`src/rtl/instr_fetch_unit_pkg.sv`:
```
// Shared fetch-stage definitions: widths, reset PC, instruction size, FSM encodings.
package instr_fetch_unit_pkg;

  localparam int unsigned XLEN             = 32;
  localparam logic [31:0] PC_RESET_DEFAULT = 32'h0000_0000;
  localparam int unsigned INSTR_BYTES      = 4;

  typedef enum logic [1:0] {
    FETCH_IDLE = 2'd0,
    FETCH_REQ  = 2'd1,
    FETCH_DROP = 2'd2
  } fetchState_e;

endpackage

```
`src/rtl/instr_fetch_unit_if.sv`:
```
// Fetch-stage bus: instruction-memory handshake, redirect input, and IR output handshake.
interface instr_fetch_unit_if
  import instr_fetch_unit_pkg::*;
#(
  parameter int unsigned WIDTH = XLEN
);

  logic             imem_req;
  logic [WIDTH-1:0] imem_addr;
  logic             imem_ack;
  logic [WIDTH-1:0] imem_rdata;
  logic             redirect_valid;
  logic [WIDTH-1:0] redirect_pc;
  logic             ir_valid;
  logic [WIDTH-1:0] ir_out;
  logic [WIDTH-1:0] ir_pc;
  logic             ir_ready;

  // Fetch unit side
  modport master (
    output imem_req, imem_addr, ir_valid, ir_out, ir_pc,
    input  imem_ack, imem_rdata, redirect_valid, redirect_pc, ir_ready
  );

  // Memory/datapath/branch-unit side
  modport slave (
    input  imem_req, imem_addr, ir_valid, ir_out, ir_pc,
    output imem_ack, imem_rdata, redirect_valid, redirect_pc, ir_ready
  );

endinterface

```
`src/rtl/instr_fetch_unit_fetch_fifo.sv`:
```
// Prefetch FIFO: push/pop/flush with occupancy count and registered head storage.
module fetch_fifo #(
  parameter int unsigned DATA_W = 64,
  parameter int unsigned DEPTH  = 2
) (
  input  logic                     clk,
  input  logic                     rst_n,
  input  logic                     push,
  input  logic [DATA_W-1:0]        pushData,
  input  logic                     pop,
  input  logic                     flush,
  output logic [$clog2(DEPTH):0]   count,
  output logic [DATA_W-1:0]        headData
);

  localparam int unsigned PTR_W = $clog2(DEPTH);
  localparam int unsigned CNT_W = PTR_W + 1;

  logic [DATA_W-1:0] mem [DEPTH];
  logic [PTR_W-1:0]  wrPtr;
  logic [PTR_W-1:0]  rdPtr;
  logic              popEn;

  // Popping an empty FIFO is ignored
  assign popEn = pop & (count != '0);

  // Storage, pointers (wrap naturally at power-of-2 depth) and occupancy
  always_ff @(posedge clk or negedge rst_n) begin
    if (!rst_n) begin
      wrPtr <= '0;
      rdPtr <= '0;
      count <= '0;
      for (int i = 0; i < int'(DEPTH); i++) mem[i] <= '0;
    end else if (flush) begin
      wrPtr <= '0;
      rdPtr <= '0;
      count <= '0;
    end else begin
      if (push) begin
        mem[wrPtr] <= pushData;
        wrPtr      <= wrPtr + PTR_W'(1);
      end
      if (popEn) rdPtr <= rdPtr + PTR_W'(1);
      count <= count + CNT_W'(push) - CNT_W'(popEn);
    end
  end

  assign headData = mem[rdPtr];

  // The fetch FSM reserves a slot per outstanding request, so overflow is impossible
  always_comb begin
    assert (count <= CNT_W'(DEPTH));
  end

endmodule

```
`src/rtl/instr_fetch_unit.sv`:
```
// Fetch stage: PC register, single-outstanding imem request FSM, prefetch FIFO to the IR.
module instr_fetch_unit
  import instr_fetch_unit_pkg::*;
#(
  parameter int unsigned     WIDTH      = XLEN,
  parameter logic [WIDTH-1:0] PC_RESET  = WIDTH'(PC_RESET_DEFAULT),
  parameter int unsigned     FIFO_DEPTH = 2
) (
  input  logic               clk,
  input  logic               reset,
  instr_fetch_unit_if.master bus
);

  localparam int unsigned CNT_W = $clog2(FIFO_DEPTH) + 1;

  fetchState_e       state;
  logic [WIDTH-1:0]  fetchPc;
  logic [WIDTH-1:0]  imemAddr;
  logic [WIDTH-1:0]  redirTarget;
  logic [WIDTH-1:0]  nextPc;
  logic [CNT_W-1:0]  count;
  logic [CNT_W-1:0]  countNext;
  logic              irValid;
  logic              push;
  logic              pop;
  logic              flush;
  logic              space;
  logic [2*WIDTH-1:0] headData;

  // Handshake qualifiers and the slot-reservation space check
  always_comb begin
    redirTarget = bus.redirect_pc & ~WIDTH'(3);
    nextPc      = fetchPc + WIDTH'(INSTR_BYTES);
    irValid     = (count != '0);
    flush       = bus.redirect_valid;
    pop         = irValid & bus.ir_ready & ~bus.redirect_valid;
    push        = (state == FETCH_REQ) & bus.imem_ack & ~bus.redirect_valid;
    countNext   = flush ? '0 : (count + CNT_W'(push) - CNT_W'(pop));
    space       = (countNext < CNT_W'(FIFO_DEPTH));
  end

  // Fetch FSM with PC and request address registers
  always_ff @(posedge clk or negedge reset) begin
    if (!reset) begin
      state    <= FETCH_IDLE;
      fetchPc  <= PC_RESET;
      imemAddr <= PC_RESET;
    end else begin
      case (state)
        FETCH_IDLE: begin
          if (bus.redirect_valid) fetchPc <= redirTarget;
          if (space) begin
            state    <= FETCH_REQ;
            imemAddr <= bus.redirect_valid ? redirTarget : fetchPc;
          end
        end
        FETCH_REQ: begin
          if (bus.imem_ack) begin
            if (bus.redirect_valid) begin
              fetchPc  <= redirTarget;
              imemAddr <= redirTarget;
            end else begin
              fetchPc <= nextPc;
              if (space) imemAddr <= nextPc;
              else       state    <= FETCH_IDLE;
            end
          end else if (bus.redirect_valid) begin
            fetchPc <= redirTarget;
            state   <= FETCH_DROP;
          end
        end
        FETCH_DROP: begin
          // Stale request stays up until accepted; its data is thrown away
          if (bus.imem_ack) begin
            state    <= FETCH_REQ;
            imemAddr <= bus.redirect_valid ? redirTarget : fetchPc;
            if (bus.redirect_valid) fetchPc <= redirTarget;
          end else if (bus.redirect_valid) begin
            fetchPc <= redirTarget;
          end
        end
        default: state <= FETCH_IDLE;
      endcase
    end
  end

  fetch_fifo #(
    .DATA_W (2 * WIDTH),
    .DEPTH  (FIFO_DEPTH)
  ) u_fifo (
    .clk      (clk),
    .rst_n    (reset),
    .push     (push),
    .pushData ({bus.imem_rdata, imemAddr}),
    .pop      (pop),
    .flush    (flush),
    .count    (count),
    .headData (headData)
  );

  assign bus.imem_req  = (state != FETCH_IDLE);
  assign bus.imem_addr = imemAddr;
  assign bus.ir_valid  = irValid;
  assign bus.ir_out    = headData[2*WIDTH-1:WIDTH];
  assign bus.ir_pc     = headData[WIDTH-1:0];

endmodule

```
`src/flat_wrapper.sv`:
```
// flat-port wrapper written by rule: the top's interface ports become plain ports
module instr_fetch_unit_flat import instr_fetch_unit_pkg::*;
#(
  parameter int unsigned     WIDTH      = XLEN,
  parameter logic [WIDTH-1:0] PC_RESET  = WIDTH'(PC_RESET_DEFAULT),
  parameter int unsigned     FIFO_DEPTH = 2
)
  (clk, reset, bus_imem_req, bus_imem_addr, bus_ir_valid, bus_ir_out, bus_ir_pc, bus_imem_ack, bus_imem_rdata, bus_redirect_valid, bus_redirect_pc, bus_ir_ready);
  instr_fetch_unit_if #(.WIDTH(WIDTH)) bus_i ();
  input  logic clk;
  input  logic reset;
  output wire logic [$bits(bus_i.imem_req)-1:0] bus_imem_req;
  output wire logic [$bits(bus_i.imem_addr)-1:0] bus_imem_addr;
  output wire logic [$bits(bus_i.ir_valid)-1:0] bus_ir_valid;
  output wire logic [$bits(bus_i.ir_out)-1:0] bus_ir_out;
  output wire logic [$bits(bus_i.ir_pc)-1:0] bus_ir_pc;
  input wire logic [$bits(bus_i.imem_ack)-1:0] bus_imem_ack;
  input wire logic [$bits(bus_i.imem_rdata)-1:0] bus_imem_rdata;
  input wire logic [$bits(bus_i.redirect_valid)-1:0] bus_redirect_valid;
  input wire logic [$bits(bus_i.redirect_pc)-1:0] bus_redirect_pc;
  input wire logic [$bits(bus_i.ir_ready)-1:0] bus_ir_ready;
  assign bus_imem_req = bus_i.imem_req;
  assign bus_imem_addr = bus_i.imem_addr;
  assign bus_ir_valid = bus_i.ir_valid;
  assign bus_ir_out = bus_i.ir_out;
  assign bus_ir_pc = bus_i.ir_pc;
  assign bus_i.imem_ack = bus_imem_ack;
  assign bus_i.imem_rdata = bus_imem_rdata;
  assign bus_i.redirect_valid = bus_redirect_valid;
  assign bus_i.redirect_pc = bus_redirect_pc;
  assign bus_i.ir_ready = bus_ir_ready;
  instr_fetch_unit #(.WIDTH(WIDTH), .PC_RESET(PC_RESET), .FIFO_DEPTH(FIFO_DEPTH)) u_core (.clk(clk), .reset(reset), .bus(bus_i));
endmodule
```
`config.mk`:
```
export PLATFORM = sky130hd
export DESIGN_NAME = instr_fetch_unit_flat
export DESIGN_NICKNAME = d
export VERILOG_FILES = /design/src/rtl/instr_fetch_unit_pkg.sv /design/src/rtl/instr_fetch_unit_if.sv /design/src/rtl/instr_fetch_unit_fetch_fifo.sv /design/src/rtl/instr_fetch_unit.sv /design/src/flat_wrapper.sv
export SDC_FILE = /design/constraint.sdc
export NUM_CORES = 1
export LEC_CHECK = 0
export CORE_UTILIZATION = 61
export CTS_CLUSTER_SIZE = 20
export DETAILED_ROUTE_END_ITERATION = 16
export DONT_BUFFER_PORTS = 1
export PLACE_DENSITY_LB_ADDON = 0.3
export SLEW_MARGIN = 20
export SYNTH_ARGS = -nofsm -noshare
export SYNTH_HDL_FRONTEND = slang
export SYNTH_SLANG_ARGS = --single-unit
```
`constraint.sdc`:
```
create_clock -name clk -period 3.25 [get_ports clk]
set_input_delay 0.4875 -clock clk [delete_from_list [all_inputs] [get_ports clk]]
set_output_delay 0.4875 -clock clk [all_outputs]
set_load 0.01 [all_outputs]
```
## After elaboration in Yosys (flattened, before gate mapping)

Index checks and enable logic that the tools add are counted.

- Add/subtract/negate cells: 6
- Magnitude comparators: 4
- Eq/ne operators: 9
- Muxes and demuxes: 29
- Bitwise operators: 8
- Reduce and logical (&&, ||, !) cells: 12

Operator list:

| kind | number |
|---|---|
| 32-bit two-way mux | 8 |
| 64-bit two-way mux | 4 |
| 128-bit bitwise mux | 1 |
| 32-bit one-hot mux with 3 select lines | 1 |
| 64-bit demux with 1-bit select | 1 |
| 32-bit one-hot mux with 2 select lines | 1 |
| 32-bit by 3-bit adder with 32-bit output, second input constant | 1 |
| 2-bit two-way mux | 8 |
| 5-bit AND reduction | 2 |
| 2-bit nonzero test | 5 |
| 3-bit != test, second input constant | 3 |
| 2-bit one-hot mux with 3 select lines | 1 |
| 1-bit bitwise AND | 5 |
| 2-bit >= comparator, second input constant | 2 |
| 1-bit two-way mux | 4 |
| 2-bit != test, second input constant | 2 |
| 1-bit NOT with 2-bit output | 2 |
| 2-bit by 1-bit subtractor with 2-bit output | 2 |
| 3-bit by 2-bit != test with 1-bit output, second input constant | 1 |
| 3-bit nonzero test | 1 |
| 1-bit adder, second input constant | 2 |
| 2-bit by 1-bit adder with 2-bit output | 1 |
| 2-bit by 1-bit == test with 1-bit output, second input constant | 1 |
| 2-bit == test, second input constant | 1 |
| other kinds (8) | 8 |

- Register bits after elaboration: 198
- Input bits: 69
- Output and inout bits: 98
- Word-level logic and storage cells: 76

## Logic depth before layout (Yosys ltp)

- Depth after elaboration: 11
- Depth in mapped cells: 10
- Depth with buffers taken out: 8

## Modules after synthesis

From an unflattened synthesis, not the netlist that was laid out.

- Cell total of the unflattened synthesis: 870
- Area, all modules: 10505.1 sq um

Modules (own cells, without submodules):

| module | instances | cells an instance | area an instance (sq um) | sequential area each (sq um) |
|---|---|---|---|---|
| fetch_fifo | 1 | 360 | 6138.4 | 3303.2 |
| instr_fetch_unit | 1 | 510 | 4366.7 | 1651.6 |

## Worst setup path after synthesis

OpenSTA, ideal clock, no wires.

- Path type: input to register
- From: input port bus_imem_ack
- To: register u_core.imemAddr[22], in the netlist u_core.bus.imem_addr[22]
- Library setup time: 0.125 ns
- Arrival: 2.712 ns
- Data required time: 3.125 ns
- Slack: 0.414 ns
- Stages: 10
- Buffers on the path: 2
- Cells stage by stage: nand2_1 -> clkbuf_1 -> nor3_1 -> ha_1 -> nor4bb_1 -> a21oi_1 -> xor2_1 -> o311a_1 -> buf_1 -> mux2_2

- Cells in the longest elaborated chain, start to end: 8
- Elaborated cells between the ends (all ways): 11
- Classes of those cells: 2 x add/sub; 1 x order compare; 4 x eq/ne; 1 x mux; 2 x bitwise; 1 x reduce/logical

Ends and longest elaborated chain:

| element | line | RTL |
|---|---|---|
| from (decl) | flat_wrapper.sv:17 | `input wire logic [$bits(bus_i.imem_ack)-1:0] bus_imem_ack;` |
| 1-bit bitwise AND (2 in series) | instr_fetch_unit.sv:37 | `push = (state == FETCH_REQ) & bus.imem_ack & ~bus.redirect_valid;` |
| 2-bit by 1-bit adder with 2-bit output | instr_fetch_unit.sv:38 | `countNext = flush ? '0 : (count + CNT_W'(push) - CNT_W'(pop));` |
| 2-bit by 1-bit subtractor with 2-bit output | instr_fetch_unit.sv:38 |  |
| 2-bit two-way mux | instr_fetch_unit.sv:38 |  |
| 2-bit < comparator | instr_fetch_unit.sv:39 | `space = (countNext < CNT_W'(FIFO_DEPTH));` |
| 3-bit by 2-bit != test with 1-bit output (no source line) or 2-bit by 1-bit != test with 1-bit output (tied branches) | n/a |  |
| 5-bit AND reduction (no source line) (*) | n/a |  |
| to (signal assigned) | instr_fetch_unit.sv:54 | `imemAddr <= bus.redirect_valid ? redirTarget : fetchPc;` |
| to (signal assigned) | instr_fetch_unit.sv:61 | `imemAddr <= redirTarget;` |
| to (signal assigned) | instr_fetch_unit.sv:64 | `if (space) imemAddr <= nextPc;` |
| to (decl) | instr_fetch_unit.sv:18 | `logic [WIDTH-1:0] imemAddr;` |

Every way passes the cells marked *; elsewhere a longest branch is shown, timed or not.
A chain may end at the register's enable or synchronous reset.

## Worst setup path in the final report

- From: register u_core.state[1]
- To: register u_core.imemAddr[13], in the netlist u_core.bus.imem_addr[13]

- Cells in the longest elaborated chain, start to end: 9
- Elaborated cells between the ends (all ways): 16
- Classes of those cells: 2 x add/sub; 1 x order compare; 6 x eq/ne; 2 x mux; 2 x bitwise; 3 x reduce/logical

Ends and longest elaborated chain:

| element | line | RTL |
|---|---|---|
| from (decl) | instr_fetch_unit.sv:16 | `fetchState_e state;` |
| from (signal assigned) | instr_fetch_unit.sv:45 | `state <= FETCH_IDLE;` |
| from (signal assigned) | instr_fetch_unit.sv:53 | `state <= FETCH_REQ;` |
| from (signal assigned) | instr_fetch_unit.sv:65 | `else state <= FETCH_IDLE;` |
| 2-bit by 1-bit == test with 1-bit output | instr_fetch_unit.sv:37, instr_fetch_unit.sv:49 |  |
| 1-bit bitwise AND (2 in series) | instr_fetch_unit.sv:37 |  |
| 2-bit by 1-bit adder with 2-bit output | instr_fetch_unit.sv:38 |  |
| 2-bit by 1-bit subtractor with 2-bit output | instr_fetch_unit.sv:38 |  |
| 2-bit two-way mux | instr_fetch_unit.sv:38 |  |
| 2-bit < comparator | instr_fetch_unit.sv:39 |  |
| 3-bit by 2-bit != test with 1-bit output (no source line) or 2-bit by 1-bit != test with 1-bit output (tied branches) | n/a |  |
| 5-bit AND reduction (no source line) | n/a |  |

Several ways; a longest one is shown, not always the timed one.

==> impl_metrics.yaml <==
logic_synthesis:
  synthArstFlopShare_pct: 100
  syn-num-nets: 907
  ys.flop_type: "dfrtp_1"
  synth_top_area_cell: "dfrtp_1"
  synth_cell_types: 58
  synthCells: 835
  syn_area_sq_um: 9950
  synth_area_leaders: "dfrtp_1 (50%), mux2_2 (25%), mux2i_1 (3.1%)"
  yosysTopAreaCellShare_pct: 49.8
  ys.warnings.count: 0
  synth-seq-cells: 198
  ys_seq_area_share_pct: 49.8
  synth_area_per_cell_sq_um: 11.9
  synth-edff-count: 0
placement:
  dp.cells: 1003
  portBuffers: 0
  gp_congestion: 0.902
  dpl-instance-area_sq_um: 10100
  dpl.hpwl_mm: 15.1
flow_run:
  max_cap_viol_count: 0
critical_path:
  critPathMaxFanout: 18
  path_class: "register to register"
  crit_path_end_kind: "register"
  required_ns: 3.57
  startpoint_type: "register"
  arrival_ns: 3.10
clock_network:
  cts_root_buffer: "clkbuf_16"
  clockBufferDepth: 2
  htree_levels: 4
  clock_sinks: 198
  cts_resized: 0
  cts_made_buffers: 17
  cts_tree: "built"
  clkTransAtPathRegs_ns: 0.07
  clock_latency_ns: 0.43
pwr:
  total_power_mw: 8.95
  clkPwrFrac_pct: 23.3
  peakVddDrop_v: 0.000431
  p_int_mw: 5.96
  power.share.combinational_pct: 28.1
  p_sw_share_pct: 33.4
  p_sw_mw: 2.99
  pwr-share-seq_pct: 48.6
  power_density_nw_per_um2: 837
  p_leak_nw: 4.50
sta:
  setup_viol: 0
  final_hold_viol_count: 198
  max_slew_margin_pct: 38.3
  max_freq_ghz: 0.359
  fin_crit_ns: 2.78
  slew_violations: 0
  worstMarginPinSlew_ns: 0.925
  rsz0062_at_grt: "false"
  fin_crit_sh_pct: 85.6
  holdWs_ns: -0.251
  finalSetupTns_ns: 0
  finalClockSkew_ns: 0.00700
grt:
  grt_pass1_wl_mm: 34.6
  grt-busiest-layer: "met2"
  grt_antenna_before_repair: 0
  grt_max_degree: 199
  met3_usage_pct: 6.36
  grt_pass1_vias: 6762
  grt_use_total_pct: 26.8
  grt.overflow.total: 0
  met1_usage_pct: 34.3
  grtUsageMet2_pct: 43.6
drt:
  drc: 0
  vias: 6677
  viasPerCell: 6.45
  drtAntennaViolNets: 0
  drt_iter0_markers: 378
  routed_wl_mm: 22.2
  wl_per_cell_um: 21.4
  firstDrtPassIters: 5
die:
  die_w_um: 130
  die_h_um: 130
  die_area_sq_um: 16800
  rows: 46
  start_util_pct: 62.6
  core_area_sq_um: 15900
  io_pins: 167
finish:
  fin_area_sq_um: 10700
  syn_to_final_growth_pct: 7.58
  antenna_cells: 0
  layoutNonFillerInstCount: 1035
  drive_gt1_share_pct: 34.1
  nets: 878
outcome:
  status: "complete, but fails checks"
  violations: "hold timing"
hold_path:
  hold_path.class: "input pin to asynchronous set/reset pin"
-- state kept, by name, summed over array words and instances, names as in the netlist --
| signal | flops |
|---|---|
| u_core.bus.imem_addr | 32 |
| u_core.fetchPc | 32 |
| u_core.state | 2 |
| u_core.u_fifo.count | 2 |
| u_core.u_fifo.mem | 128 |
| u_core.u_fifo.rdPtr | 1 |
| u_core.u_fifo.wrPtr | 1 |
-- path summary, 6_finish.rpt --
kind                                          startpoint                              endpoint  slack [ns]  cells past startpoint
setup / recovery             u_core.state[1]$_DFFE_PN0P_  u_core.bus.imem_addr[13]$_DFFE_PN0P_        0.47                      8
hold / removal                                     reset      u_core.u_fifo.count[1]$_DFF_PN0_       -0.25                      0
setup reg to reg             u_core.state[1]$_DFFE_PN0P_  u_core.bus.imem_addr[13]$_DFFE_PN0P_        0.47                      8
hold reg to reg            u_core.fetchPc[1]$_DFFE_PN0N_         u_core.fetchPc[1]$_DFFE_PN0N_        0.48                      1
max in group asynchronous                          reset     u_core.u_fifo.mem[72]$_DFFE_PN0P_        3.15                      0
min in group clk                            bus_imem_ack           u_core.state[1]$_DFFE_PN0P_        0.11                      1
-- per-stage QoR --
| step | worst slack (ns) | utilization [%] |
|---|---|---|
| global route | 0.279 | 67.4 |
| floorplan | 0.414 | - |
| global placement | 0.497 | 63.7 |
| CTS | 0.480 | 67.4 |
| finish | 0.468 | 67.4 |
| detailed placement | 0.370 | 63.7 |
-- cells in the mapped netlist (4+ instances only) --
master	instances
mux2_2	222
dfrtp_1	198
clkbuf_1	45
nand2_1	44
o21ai_0	36
mux2i_1	31
nor2_1	24
a21oi_1	20
nand3_1	18
nor3_1	14
o31ai_1	12
inv_1	11
a22oi_1	10
nor4_1	10
a31oi_1	9
nand2b_1	9
nand4_1	9
and2_1	8
buf_1	8
buf_2	8
nor2b_1	7
xnor2_1	7
a2bb2oi_1	6
xor2_1	6
o22ai_1	5
nand4b_1	4
-- cells by family (layout without fill, tap and decap cells) --
kind of cell / after synthesis / after routing / synth area share, %
muxes: 254 / 254 / 28.4
DFF: 198 / 198 / 49.8
and+or+nand+nor: 170 / 170 / 9.21
AOI/OAI and AO/OA: 124 / 124 / 8.26
buffers and inverters: 73 / 57 / 2.85
xor gates and xnor gates: 13 / 13 / 1.14
adders and majority gates: 3 / 3 / 0.377
-- cells in the final DEF (no fill, tap or decap), types with 10 or more instances in the layout --
cell type / Yosys / layout
a22oi_1: 10 / 10
nor2_1: 24 / 24
inv_1: 11 / 11
a21oi_1: 20 / 20
buf_4: 0 / 12
clkbuf_16: 0 / 17
mux2_2: 222 / 222
mux2i_1: 31 / 31
o21ai_0: 36 / 36
dfrtp_1: 198 / 197
nor3_1: 14 / 14
nand2_1: 44 / 43
nand3_1: 18 / 18
o31ai_1: 12 / 12
-- area by class of cell --
cell class,count,area [sq um]
Fill cell,1223,5180
Sequential cell,198,4960
Multi-Input combinational cell,564,4730
Clock buffer,19,453
Tap cell,216,270
Clock inverter,13,136
Timing Repair Buffer,13,110
Inverter,12,45.0
-- critical path: stages, from the launching register on --
cell and delay, ns:
dfrtp_1 0.40, nor3_1 0.42, ha_1 0.34, nor4bb_1 0.32
a21oi_1 0.10, xor2_1 0.18, o311a_1 0.22, buf_4 0.28
mux2_2 0.37
-- what timing repair did --
action / in CTS / in global routing
buffers inserted: 0 / 0
endpoints found under the setup margin: 0 / 0
endpoints found under the hold margin: 198 / 198
-- power by group through the flow --
stage	registers [mW]	logic (mW)	clock network (mW)
after floorplan	4.02	2.23	0
after detailed placement	4.38	2.53	0
after global routing	4.49	2.73	2.20
after global placement	4.25	2.40	0
final	4.35	2.52	2.09
after CTS	4.34	2.54	2.11
-- per-layer routing --
layer / part of all wire (%) / vias to the layer above
met2: 49 / 266
met3: 6.7 / 47
met4: 2.9 / 0
li1: - / 3006
met5: 0 / -
met1: 41 / 3358
(Power assumes the default switching activity.)
